**config.mk**
```make
export PLATFORM = sky130hd
export DESIGN_NAME = verdict_stream_collector
export DESIGN_NICKNAME = d
export VERILOG_FILES = /design/src/rtl/verdict_stream_collector.sv
export SDC_FILE = /design/constraint.sdc
export NUM_CORES = 2
export LEC_CHECK = 0
export ABC_CLOCK_PERIOD_IN_PS = 28900
export CAP_MARGIN = 40
export CORE_AREA = 4 4 460 553
export CTS_CLUSTER_SIZE = 16
export DETAILED_ROUTE_END_ITERATION = 12
export DIE_AREA = 0 0 464 557
export GPL_ROUTABILITY_DRIVEN = 0
export PLACE_DENSITY = 0.84
export SETUP_SLACK_MARGIN = 0.1
export SLEW_MARGIN = 20
export SYNTH_ARGS = -nofsm -noshare
export SYNTH_HDL_FRONTEND = slang
export SYNTH_SLANG_ARGS = --single-unit
```
**constraint.sdc**
```tcl
create_clock -name clk -period 28.9 [get_ports clk]
set_clock_uncertainty 0.05 [all_clocks]
set_input_delay 8.67 -clock clk [delete_from_list [all_inputs] [get_ports clk]]
set_output_delay 8.67 -clock clk [all_outputs]
set_load 0.1 [all_outputs]
```
**src/rtl/verdict_stream_collector.sv**
```systemverilog
// Captures active monitor outputs with a cycle timestamp, queues them and serializes each record as header + value words.
// Optional drop counter and header gap marker: define COLLECTOR_DROP_CNT_EN.
module verdict_stream_collector #(
  parameter int NUM_OUTPUTS = 3,
  parameter int DATA_W      = 64,
  parameter int TS_W        = 32,
  parameter int DEPTH       = 16
) (
  input  logic                          clk,
  input  logic                          rst,
  input  logic                          en,
  input  logic [NUM_OUTPUTS*DATA_W-1:0] out_val,
  input  logic [NUM_OUTPUTS-1:0]        out_aktv,
  output logic [DATA_W-1:0]             m_data,
  output logic                          m_valid,
  output logic                          m_last,
  input  logic                          m_ready,
  output logic                          overflow,
  output logic [$clog2(DEPTH):0]        fifo_level
`ifdef COLLECTOR_DROP_CNT_EN
  ,
  output logic [15:0]                   drop_cnt
`endif
);

  localparam int AW     = $clog2(DEPTH);
  localparam int IDX_W  = (NUM_OUTPUTS > 1) ? $clog2(NUM_OUTPUTS) : 1;
  localparam int VALS_W = NUM_OUTPUTS * DATA_W;
  localparam int REC_W  = TS_W + NUM_OUTPUTS + VALS_W;

  localparam logic [1:0] ST_IDLE = 2'd0;
  localparam logic [1:0] ST_HDR  = 2'd1;
  localparam logic [1:0] ST_DATA = 2'd2;

  logic [TS_W-1:0]   ts_reg;
  logic [AW-1:0]     wr_ptr_reg;
  logic [AW-1:0]     rd_ptr_reg;
  logic [AW:0]       count_reg;
  logic              overflow_reg;
  logic [1:0]        state_reg;
  logic              m_valid_reg;
  logic [IDX_W-1:0]  idx_reg;
  logic [REC_W-1:0]  sh_rec_reg;

  logic [REC_W-1:0]  mem [DEPTH];

  logic              push_req;
  logic              fifo_full;
  logic              push;
  logic              drop;
  logic              pop;

  logic [TS_W-1:0]        sh_ts;
  logic [NUM_OUTPUTS-1:0] sh_mask;
  logic [VALS_W-1:0]      sh_vals;
  logic [DATA_W-1:0]      val_arr [NUM_OUTPUTS];

  logic [IDX_W-1:0]  first_idx;
  logic [IDX_W-1:0]  next_idx;
  logic              next_found;
  logic [DATA_W-1:0] hdr_word;
  logic [DATA_W-1:0] m_data_next;

`ifdef COLLECTOR_DROP_CNT_EN
  logic        gap_pending_reg;
  logic        hdr_gap_reg;
  logic [15:0] drop_cnt_reg;
`endif

  // Full is judged on pre-pop occupancy, so a same-cycle pop never rescues a push.
  assign push_req  = en & (|out_aktv);
  assign fifo_full = (count_reg == (AW+1)'(DEPTH));
  assign push      = push_req & ~fifo_full;
  assign drop      = push_req & fifo_full;
  assign pop       = (state_reg == ST_IDLE) && (count_reg != '0);

  always_ff @(posedge clk) begin
    if (push) begin
      mem[wr_ptr_reg] <= {ts_reg, out_aktv, out_val};
    end
  end

  // Registered read straight into the shadow so the RAM output is the shadow itself.
  always_ff @(posedge clk) begin
    if (pop) begin
      sh_rec_reg <= mem[rd_ptr_reg];
    end
  end

  assign sh_ts   = sh_rec_reg[REC_W-1 -: TS_W];
  assign sh_mask = sh_rec_reg[VALS_W +: NUM_OUTPUTS];
  assign sh_vals = sh_rec_reg[VALS_W-1:0];

  generate
    for (genvar gi = 0; gi < NUM_OUTPUTS; gi++) begin : g_val
      assign val_arr[gi] = sh_vals[gi*DATA_W +: DATA_W];
    end
  endgenerate

  // Descending scan: the final hit is the lowest qualifying index.
  always_comb begin
    first_idx  = '0;
    next_idx   = '0;
    next_found = 1'b0;
    for (int i = NUM_OUTPUTS - 1; i >= 0; i--) begin
      if (sh_mask[i]) begin
        first_idx = IDX_W'(i);
      end
      if (sh_mask[i] && (i > int'(idx_reg))) begin
        next_idx   = IDX_W'(i);
        next_found = 1'b1;
      end
    end
  end

  always_comb begin
    hdr_word = '0;
    hdr_word[DATA_W-1 -: TS_W]   = sh_ts;
    hdr_word[NUM_OUTPUTS-1:0]    = sh_mask;
`ifdef COLLECTOR_DROP_CNT_EN
    hdr_word[NUM_OUTPUTS]        = hdr_gap_reg;
`endif
  end

  always_comb begin
    m_data_next = '0;
    if (m_valid_reg) begin
      if (state_reg == ST_HDR) begin
        m_data_next = hdr_word;
      end else if (state_reg == ST_DATA) begin
        m_data_next = val_arr[idx_reg];
      end
    end
  end

  assign m_data     = m_data_next;
  assign m_valid    = m_valid_reg;
  assign m_last     = m_valid_reg && (state_reg == ST_DATA) && !next_found;
  assign overflow   = overflow_reg;
  assign fifo_level = count_reg;

  always_ff @(posedge clk) begin
    if (!rst) begin
      ts_reg       <= '0;
      wr_ptr_reg   <= '0;
      rd_ptr_reg   <= '0;
      count_reg    <= '0;
      overflow_reg <= 1'b0;
      state_reg    <= ST_IDLE;
      m_valid_reg  <= 1'b0;
      idx_reg      <= '0;
    end else begin
      if (en) begin
        ts_reg <= ts_reg + TS_W'(1);
      end
      if (push) begin
        wr_ptr_reg <= wr_ptr_reg + AW'(1);
      end
      if (pop) begin
        rd_ptr_reg <= rd_ptr_reg + AW'(1);
      end
      case ({push, pop})
        2'b10:   count_reg <= count_reg + (AW+1)'(1);
        2'b01:   count_reg <= count_reg - (AW+1)'(1);
        default: count_reg <= count_reg;
      endcase
      if (drop) begin
        overflow_reg <= 1'b1;
      end

      case (state_reg)
        ST_IDLE: begin
          m_valid_reg <= 1'b0;
          if (pop) begin
            state_reg <= ST_HDR;
          end
        end
        ST_HDR: begin
          // First HDR cycle only raises valid; header goes out from the following cycle.
          if (!m_valid_reg) begin
            m_valid_reg <= 1'b1;
          end else if (m_ready) begin
            idx_reg   <= first_idx;
            state_reg <= ST_DATA;
          end
        end
        ST_DATA: begin
          if (m_ready) begin
            if (next_found) begin
              idx_reg <= next_idx;
            end else begin
              m_valid_reg <= 1'b0;
              state_reg   <= ST_IDLE;
            end
          end
        end
        default: begin
          m_valid_reg <= 1'b0;
          state_reg   <= ST_IDLE;
        end
      endcase
    end
  end

`ifdef COLLECTOR_DROP_CNT_EN
  // The marker is committed to a record when it is popped; pending restarts for later drops.
  always_ff @(posedge clk) begin
    if (!rst) begin
      gap_pending_reg <= 1'b0;
      hdr_gap_reg     <= 1'b0;
      drop_cnt_reg    <= '0;
    end else begin
      if (pop) begin
        hdr_gap_reg     <= gap_pending_reg | drop;
        gap_pending_reg <= 1'b0;
      end else if (drop) begin
        gap_pending_reg <= 1'b1;
      end
      if (drop && (drop_cnt_reg != 16'hFFFF)) begin
        drop_cnt_reg <= drop_cnt_reg + 16'd1;
      end
    end
  end

  assign drop_cnt = drop_cnt_reg;
`endif

endmodule

```
Word-level counts from Yosys, hierarchy flattened
Memories as Yosys holds them, arrays and structs flattened. A register that Yosys moved wholly into a read port is not among the register bits.
Cells that the tools add are included.
Operators by class
  add/subtract/negate cells: 5
  multiply operators: 0
  divide/modulo/power cells: 0
  magnitude comparators: 3
  eq/ne operators: 11
  shift-type cells: 0
  muxes and demuxes: 30
  bitwise gates (word level): 5
  reduce and logical (&&, ||, !) cells: 14
Operators with widths (count)
  64-bit two-way mux: 5
  64-bit binary-select mux with 2-bit select: 1
  32-bit by 1-bit adder with 32-bit output (second input constant): 1
  2-bit two-way mux: 14
  2-bit != test (second input constant): 6
  5-bit case mux with 2 select lines: 1
  5-bit AND reduction: 2
  4-bit by 1-bit adder with 4-bit output (second input constant): 2
  1-bit two-way mux: 6
  2-bit case mux with 3 select lines: 1
  5-bit by 1-bit adder with 5-bit output (second input constant): 1
  5-bit equality test (second input constant): 1
  1-bit logical AND: 5
  5-bit nonzero test: 1
  5-bit by 1-bit subtractor with 5-bit output (second input constant): 1
  2-bit by 1-bit equality test with 1-bit output (second input constant): 2
  2-bit equality test (second input constant): 2
  2-bit case mux with 2 select lines: 1
  2-bit nonzero test: 2
  1-bit AND: 3
  3-bit greater-or-equal comparator (second input constant): 1
  2-bit inverter with 3-bit output: 1
  3-bit OR reduction: 1
  1-bit by 2-bit greater-than comparator with 1-bit output (first input constant): 1
  6 further kinds: 6
Word-level totals
  flip-flop bits (word level): 51
  bits in latches: 0
  memory bits (writable): 3632
  bits in read-only memories: 0
  input bits: 199
  output and inout bits: 72
  logic and storage cells: 77
  memories: 1
Memory list
  mem: depth 16, bits a word 227, read ports 1, clocked after Yosys merged registers in 1, write ports 1, line 45  | logic [REC_W-1:0] mem [DEPTH];

Longest topological paths before layout
  depth after elaboration: 7
  mapped depth: 12
  depth with buffers taken out: 10

Least setup slack after synthesis
Ideal clock, no wire load.
  path kind: input-to-reg
  start: input en
  end: memory mem[2][0] (netlist bit), enable pin
  setup time: 1.092 ns
  arrival: 24.739 ns
  data required time: 27.758 ns
  setup slack: 3.019 ns
  stages on the path: 5
  buffers on the path: 1
  cell sequence: buf_2 o31ai_1 a21oi_1 nand2_1 nor3_1
Between the ends
  word-level cells in the longest chain between the ends: 4
RTL lines
  start, declared: line 11  | input logic en,
  1-bit AND: line 71  | assign push_req = en & (|out_aktv);
  1-bit AND: line 73  | assign push = push_req & ~fifo_full;
  1-bit two-way mux: line 78  | if (push) begin
  1-bit two-way mux (not written as such): line 79  | mem[wr_ptr_reg] <= {ts_reg, out_aktv, out_val};
  end, declared: line 45
No other way between the ends.

Final worst setup path
  start: input out_aktv[0]
  end: memory mem[9][15] (netlist bit), enable pin
Between the ends
  word-level cells in the longest chain between the ends: 5
RTL lines
  start, declared: line 13  | input logic [NUM_OUTPUTS-1:0] out_aktv,
  3-bit OR reduction: line 71
  1-bit AND: line 71
  1-bit AND: line 73
  1-bit two-way mux: line 78
  1-bit two-way mux (not written as such): line 79
No other way between the ends.

==> results_dict.tcl <==
set metrics [dict create \
    status "finished clean" \
    power_uw 13800 \
    largest_register_ffs 3632 \
    power.share.clock_pct 32.7 \
    min-delay-start "state_reg[1]" \
    cts_num_sinks 3910 \
    cp_data_required_time_ns 29.32 \
    relSlewSlack_pct 4.20 \
    synth.distinct_cells 53 \
    switchingPower_uw 3720 \
    clk_pin_slew_worst_paths_ns 0.07 \
    synth_nets 7595 \
    syn_inst 7387 \
    min_to "state_reg[0]" \
    async_flop_share_pct 0 \
    cap_violations 0 \
    final.period_utilization_pct 44.5 \
    die_h_microns 557 \
    syn_to_final_growth_pct 13.5 \
    clock_latency_ns 0.90 \
    hold_depth 1 \
    gr-total-overflow 0 \
    r2r_cells 10 \
    synth_edf_count 3859 \
    synth_area_leaders "edfxtp_1 (78%), mux4_2 (6.9%), mux2i_1 (6.6%)" \
    synth_top_family_by_area "multiplexers" \
    antenna_left 0 \
    crit_buf_inv 4 \
    cts_buffer_depth 4 \
    vdd_drop_max_uv 89.6 \
    mostFrequentLayoutCell "edfxtp_1" \
    end_kind "register" \
    wire_per_inst_microns 34.9 \
    synth_xor_area_share_pct 0.118 \
    nets 8045 \
    r2r-end "sh_rec_reg[88]" \
    port_buffers 270 \
    worst_ep_arrival_time_ns 13.28 \
    drtIter0Drc 13800 \
    start_util_pct 59.8 \
    vias 80700 \
    grt_pass1_wl_mm 573 \
    drt_wl_total_mm 402 \
    worstHoldPathType "register to register" \
    antenna_found_initial 125 \
    place_hpwl_mm 214 \
    cp_common_cell "buf_4" \
    ys_ff_latch 3910 \
    cts_resized 0 \
    drcViolationCount 0 \
    reg2reg_from "rd_ptr_reg[0]" \
    fin_setup_tns_ns 0 \
    max_freq_ghz 0.0778 \
    synth_fa_ha_area_share_pct 0.0756 \
    slowest_delay_ns 1.00 \
    combPwrFrac_pct 18.0 \
    p_sw_share_pct 27.0 \
    rsz0062_at_grt "no" \
    drtPass1Iterations 6 \
    core_sq_um 249000 \
    io_pins 271 \
    crit_path_top_delay_cell "clkdlybuf4s50_1" \
    drive_gt1_share_pct 15.1 \
    crit_family "buffers and inverters" \
    p_leak_uw 0.0528 \
    avgSynthCellArea_sq_um 20.2 \
    synth_mux_area_share_pct 13.4 \
    cts_buffers 344 \
    grt_usage_pct 30.6 \
    grt_max_degree 183 \
    report.final.slew_viol_count 0 \
    cts_root_buf "clkbuf_16" \
    postCtsSetupBuffers 0 \
    ys_seq_area_share_pct 78.5 \
    ctsHoldBuffers 0 \
    fin_crit_ns 12.86 \
    worstSetupStartpointType "input pin" \
    cts-htree-levels 5 \
    crit_type "input pin to register" \
    dieArea_sq_um 258000 \
    crit_chain "clkdlybuf4s50_1 -> o31ai_1 -> a21oi_1 -> nand2_1 -> nor2_4 -> buf_4 -> buf_4 -> buf_4" \
    power_density_nw_per_um2 81.3 \
    regToRegSetupSlack_ns 22.63 \
    critPathMaxFanout 44 \
    cts_tree "yes" \
    setup_violations 0 \
    synth_top_area_share_pct 77.8 \
    synth_area_sq_um 149000 \
    synth_top_cell_by_area "edfxtp_1" \
    synth-simple-area-share_pct 1.38 \
    die_w_microns 464 \
    num_rows 201 \
    synth_compound_area_share_pct 5.22 \
    p_int_uw 10000 \
    worst_pin_slew_ns 1.44 \
    viasPerCell 7.01 \
    yosys_warnings 0 \
    final_hold_viol_count 0 \
    ys.flop_type "edfxtp_1" \
    grt_pass1_vias 81700 \
    final_cell_mix "edfxtp_1 (3859), mux2i_1 (979), a221oi_1 (454), mux4_2 (454), clkbuf_16 (347)" \
    seqPwrFrac_pct 49.3 \
]
[kinds of logic after synthesis]
| kind of cell | after synthesis |
|---|---|
| simple gates | 490 |
| mux | 1433 |
| flops | 3910 |
| compound gates | 1079 |
| fa+ha+maj | 9 |
| xor+xnor | 20 |
| buf+inv | 446 |
[power by group through the flow]
stage / logic [uW] / registers, uW / clock network [uW]
finish: 2470 / 6790 / 4490
global route: 2560 / 6800 / 4750
CTS: 2390 / 6780 / 4490
detailed placement: 2330 / 6890 / 0
global placement: 2220 / 6870 / 0
floorplan: 1510 / 6930 / 0
[worst max-delay path by stage]
stage                       startpoint           to  cells past startpoint
after detailed placement   out_aktv[0]  mem[13][93]                      8
after global placement     out_aktv[0]   mem[6][18]                      7
final                      out_aktv[0]   mem[9][15]                      8
after global routing      state_reg[1]   m_data[32]                      6
after CTS                   idx_reg[0]    m_data[6]                      7
after floorplan                     en    mem[2][0]                      5
[synthesized netlist by cell type, drive strengths merged, types with 2 or more instances]
cell type and number:
ha 9, nor4 2, o311ai 2, edfxtp 3859
nand3 12, nor2 130, nor2b 4, mux2i 979
a221oi 454, buf 168, nor3 5, a21oi 88
nand2 283, a22oi 228, nand2b 7, a21o 2
o2111ai 4, a31oi 3, dfxtp 51, inv 16
and2 3, nand4 9, and3 3, o31ai 13
o22ai 2, xnor2 7, o211ai 2, or4 12
xor2 13, and4 4, or2 2, mux4 454
clkbuf 262, o21ai 272, o41ai 2, or3 8
[through the flow]
step	cell area, sq um	instances	setup WS [ns]	utilization [%]	hold slack (ns)
global route	169000	11500	16.03	67.8	0.510
CTS	168000	11400	16.11	67.6	0.478
finish	169000	11500	16.04	67.8	0.479
global placement	155000	10700	15.06	62.3	0.420
detailed placement	158000	10800	15.30	63.3	0.466
floorplan	149000	7387	3.02	-	0.405
[routing by layer]
metal / track usage (%) / wire length [microns] / vias up
li1: - / - / 31700
met1: 38.8 / 129000 / 40500
met2: 47.8 / 192000 / 7126
met3: 10.3 / 58900 / 1288
met4: 15.2 / 21300 / 90
met5: 0 / 629 / -
[layout make-up]
type                    count  area, sq um
clock inverters           186         1710
diodes                     65          163
fillers                 13900        80200
multi-input cells        3031        30300
clock buffers             425         9050
repair buffers            534         6660
inverters                  16         75.1
well taps                3349         4190
flip-flops and latches   3910       117000
Note: power is estimated with default switching activity, not from simulation.
